`src/rtl/pipe_stall_ctrl.sv`:
```
// Hazard/stall controller: load-use detection, MDU busy hold,
// and a saturating stall-cycle counter for perf debug.
module pipe_stall_ctrl #(
  parameter int MDU_LAT = 4,
  parameter int CNT_W   = 16
) (
  input  logic             clk,
  input  logic             clrn,
  input  logic [4:0]       rs,
  input  logic [4:0]       rt,
  input  logic             use_rs,
  input  logic             use_rt,
  input  logic             ewreg,
  input  logic             em2reg,
  input  logic [4:0]       ern,
  input  logic             id_mdu,
  output logic             wpcir,
  output logic             bubble,
  output logic             mdu_busy,
  output logic [CNT_W-1:0] stall_cnt
);

  typedef enum logic {RUN, BUSY} state_t;

  localparam logic [7:0] LOAD =
    (MDU_LAT > 1) ? 8'(MDU_LAT - 2) : 8'd0;
  localparam logic       MULTI = (MDU_LAT > 1);

  state_t     state, state_n;
  logic [7:0] lat, lat_n;
  logic       lu;

  // load-use: EX load targets a register ID is about to read
  always_comb begin
    lu = ewreg & em2reg & (ern != 5'd0) &
         ((use_rs & (ern == rs)) | (use_rt & (ern == rt)));
  end

  // next state, latency count and front-end hold
  always_comb begin
    state_n = state;
    lat_n   = lat;
    wpcir   = 1'b1;
    bubble  = 1'b0;
    unique case (state)
      RUN: begin
        if (lu) begin
          wpcir  = 1'b0;
          bubble = 1'b1;
        end else if (id_mdu && MULTI) begin
          state_n = BUSY;
          lat_n   = LOAD;
        end
      end
      BUSY: begin
        wpcir  = 1'b0;
        bubble = 1'b1;
        if (lat == 8'd0) state_n = RUN;
        else             lat_n   = lat - 8'd1;
      end
      default: state_n = RUN;
    endcase
  end

  // state and latency registers
  always_ff @(posedge clk or negedge clrn) begin
    if (!clrn) begin
      state <= RUN;
      lat   <= 8'd0;
    end else begin
      state <= state_n;
      lat   <= lat_n;
    end
  end

  // busy flag is simply the registered state
  always_comb begin
    mdu_busy = (state == BUSY);
  end

  // saturating count of held cycles
  always_ff @(posedge clk or negedge clrn) begin
    if (!clrn)
      stall_cnt <= '0;
    else if (!wpcir && (stall_cnt != '1))
      stall_cnt <= stall_cnt + CNT_W'(1);
  end

endmodule

```
`config.mk`:
```
export PLATFORM = sky130hd
export DESIGN_NAME = pipe_stall_ctrl
export DESIGN_NICKNAME = d
export VERILOG_FILES = /design/src/rtl/pipe_stall_ctrl.sv
export SDC_FILE = /design/constraint.sdc
export NUM_CORES = 1
export LEC_CHECK = 0
export CORE_ASPECT_RATIO = 0.6
export CORE_MARGIN = 2
export CORE_UTILIZATION = 43
export DETAILED_ROUTE_END_ITERATION = 8
export GPL_TIMING_DRIVEN = 0
export MAX_ROUTING_LAYER = met4
export PLACE_DENSITY = 0.76
export SYNTH_ARGS = -nofsm -noshare
export SYNTH_HDL_FRONTEND = slang
export SYNTH_SLANG_ARGS = --single-unit
```
`constraint.sdc`:
```
create_clock -name clk -period 1.72 [get_ports clk]
set_input_delay 0.344 -clock clk [delete_from_list [all_inputs] [get_ports clk]]
set_output_delay 0.344 -clock clk [all_outputs]
set_load 0.02 [all_outputs]
```
==> results.cfg <==
[hold_path]
min_path_type = flop to flop
hold_start = stall_cnt[10]$_DFFE_PN0P_
whs_endpoint = stall_cnt[10]$_DFFE_PN0P_
min_path_cells = 1

[timing]
finalSetupViolations = 15
rsz0062_at_grt = yes
hold_viol_final = 0
period_share_pct = 109
tightest_slew_ns = 1.09
setup_tns_ns = -1.41
whs_ns = 0.518
timing.fmax_mhz = 534
finalMaxSlewViolations = 0
setup_ws_ns = -0.153
fin_skew_ns = 0.00140
max_slew_margin_pct = 26.8
period_needed_ns = 1.87

[outcome]
violations = setup timing
outcome = finished, violations left

[cts]
numCtsBuffers = 3
cts_root_buffer = clkbuf_8
hold_buffers = 0
htreeDepth = 1
insertion_delay_ns = 0.27
path_clk_slew_ns = 0.10
cts.sinks = 25
cts_tree = built
clk_path_buf_depth = 2

[placement]
dpl.hpwl_um = 2640
numPortBuffers = 40
pre_cts_ws_ns = -1.09
gp_congestion = 0.876

[setup_path]
reg2reg_setup_slack_ns = -0.09
startpoint_type = input port
cp.required_ns = 1.38
crit_type = input port to output port
r2r-start = stall_cnt[9]$_DFFE_PN0P_
reg2reg_depth = 6
crit_chain = buf_8, or4_4, o211ai_4, nor2_2, nor2_4, inv_4, buf_6
critical_path_arrival_ns = 1.53
endpoint_kind = output port
max_stage_delay_ns = 0.54
cp_max_fo = 3
slowest_stage = or4_4
worstReg2RegEnd = stall_cnt[1]$_DFFE_PN0P_

[drt]
postRouteAntennaNets = 0
post_drt_wl_per_cell_um = 15.8
dr.pass1.iters = 4
drt-total-wl_um = 4180
num_vias = 1393
drt_iter0_markers = 98
drc = 0
via_per_inst = 5.26

[synth]
synth_top_flop_cell = dfrtp_1
synth_edf_count = 0
syn-cell-area_um2 = 1450
synth-seq-area-share_pct = 43.1
synth.yosys.warnings = 0
synth_cells = 147
synth_fp_nets = 172
postSynthAreaPerCell_um2 = 9.88
yosysUniqueCellTypes = 40
async_flop_share_pct = 100
yosys_register_bits = 25

[cells_and_area]
area_delta_synth_final_pct = 64.3
n_antenna_cell = 0
final_util_pct = 73.6
layout-drive-gt1-share_pct = 39.1
fin_nets = 246

[global_routing]
grt_pass1_vias = 1400
overflow = 0
antenna_found_initial = 0
grtUsageTotal_pct = 23.0
grt_pass1_wl_um = 6680
grt_max_degree = 26

[pwr]
irDropWorstVdd_mv = 0.297
powerDensity_nw_per_um2 = 450
power_uw = 1070
p_leak_uw = 0.00100

[floorplanning]
row_count = 16
io_pins = 41
coreArea_um2 = 3240
die_h_um = 49.0
start_util_pct = 44.8
chipWidth_um = 79.0
dieArea_um2 = 3870

[job]
drv_cap = 0
-- sequential cells by signal, summed over array words and instances, names as in the netlist --
signal	flops
mdu_busy	1
lat	8
stall_cnt	16
-- kinds of logic after synthesis --
group | count (synthesis) | share of synthesized area [%]
adder cells (fa/ha/maj) | 3 | 2.58
flip-flops | 25 | 43.1
AO/OA/AOI/OAI | 24 | 12.8
AND/OR/NAND/NOR | 57 | 21.9
multiplexers | 3 | 2.15
buffers and inverters | 12 | 3.62
XOR/XNOR | 23 | 13.9
-- synthesized netlist by cell type, types with 2 or more instances --
library cell  count  area share, %
nor4_1            4            1.7
mux2i_1           2            1.4
nor2_2            2           0.86
nand2_1          12            3.1
o21ai_0           3            1.0
inv_1             9            2.3
xor2_1            7            4.2
a31oi_1           4            1.7
nor4_2            2            1.7
nor3_1            7            2.4
dfrtp_1          25             43
o21ai_1           2           0.69
a21oi_1           4            1.4
nand2b_1          2           0.86
nor2_1            9            2.3
ha_1              3            2.6
nand3_1           9            3.1
nand4_1           4            1.7
xnor2_1          16            9.6
-- worst max-delay path, delay by kind of cell --
family / cells / cell delay, ns
AND/OR/NAND/NOR: 3 / 0.73
buffers and inverters: 3 / 0.26
AO/OA/AOI/OAI: 1 / 0.19
-- how the worst max path moves through the flow --
stage	cells past startpoint	slack, ns	from	endpoint
2_1_floorplan	6	-0.09	ern[1]	stall_cnt[1]$_DFFE_PN0P_
3_3_place_gp	6	-1.09	ern[1]	wpcir
3_5_place_dp	6	-1.09	ern[1]	wpcir
4_1_cts	7	-0.18	ern[4]	bubble
5_1_grt	9	-0.19	ern[4]	stall_cnt[1]$_DFFE_PN0P_
6_report	7	-0.15	ern[4]	bubble
-- metal layers --
metal,up-vias,track usage [%],share of wire (%)
met5,-,-,0
met4,0,4.60,0.60
met3,2,3.52,2.8
met2,37,38.3,51
met1,680,30.1,46
li1,674,-,-
-- per-stage QoR --
step / cell area [µm²] / cells
floorplan: 1470 / 147
global placement: 1930 / 232
detailed placement: 1930 / 232
CTS: 2300 / 260
global route: 2390 / 265
finish: 2390 / 265
-- power breakdown --
part	total [µW]	switching, µW	internal (µW)
clock	370	206	165
sequential	587	0	587
combinational	117	51.7	65.1
-- area by class of cell --
class | instances | area [µm²]
multi-input combinational | 110 | 945
fill | 226 | 857
sequential | 25 | 637
timing repair buffer | 69 | 633
tap | 45 | 56.3
inverter | 10 | 43.8
clock buffer | 3 | 41.3
buffer | 2 | 22.5
clock inverter | 1 | 7.51
-- layout by cell type, fill, tap and decap left out, types with 4 or more instances in the layout --
cell	instances
buf_4	27
dfrtp_1	16
xnor2_1	15
clkdlybuf4s50_1	14
nand2_1	12
nor2_1	9
dfrtp_2	9
inv_1	8
nand3_1	8
xor2_1	7
dlygate4sd2_1	6
buf_2	5
buf_6	5
nand4_1	4
nor4_4	4
a31oi_1	4
clkdlybuf4s15_1	4
-- what timing repair did --
action	CTS	global route
cloned	1	0
pin swaps	26	13
setup buffers	28	5
resized for setup	88	18
endpoints found under the setup margin	28	27
Power figures use the tool's default switching activity.
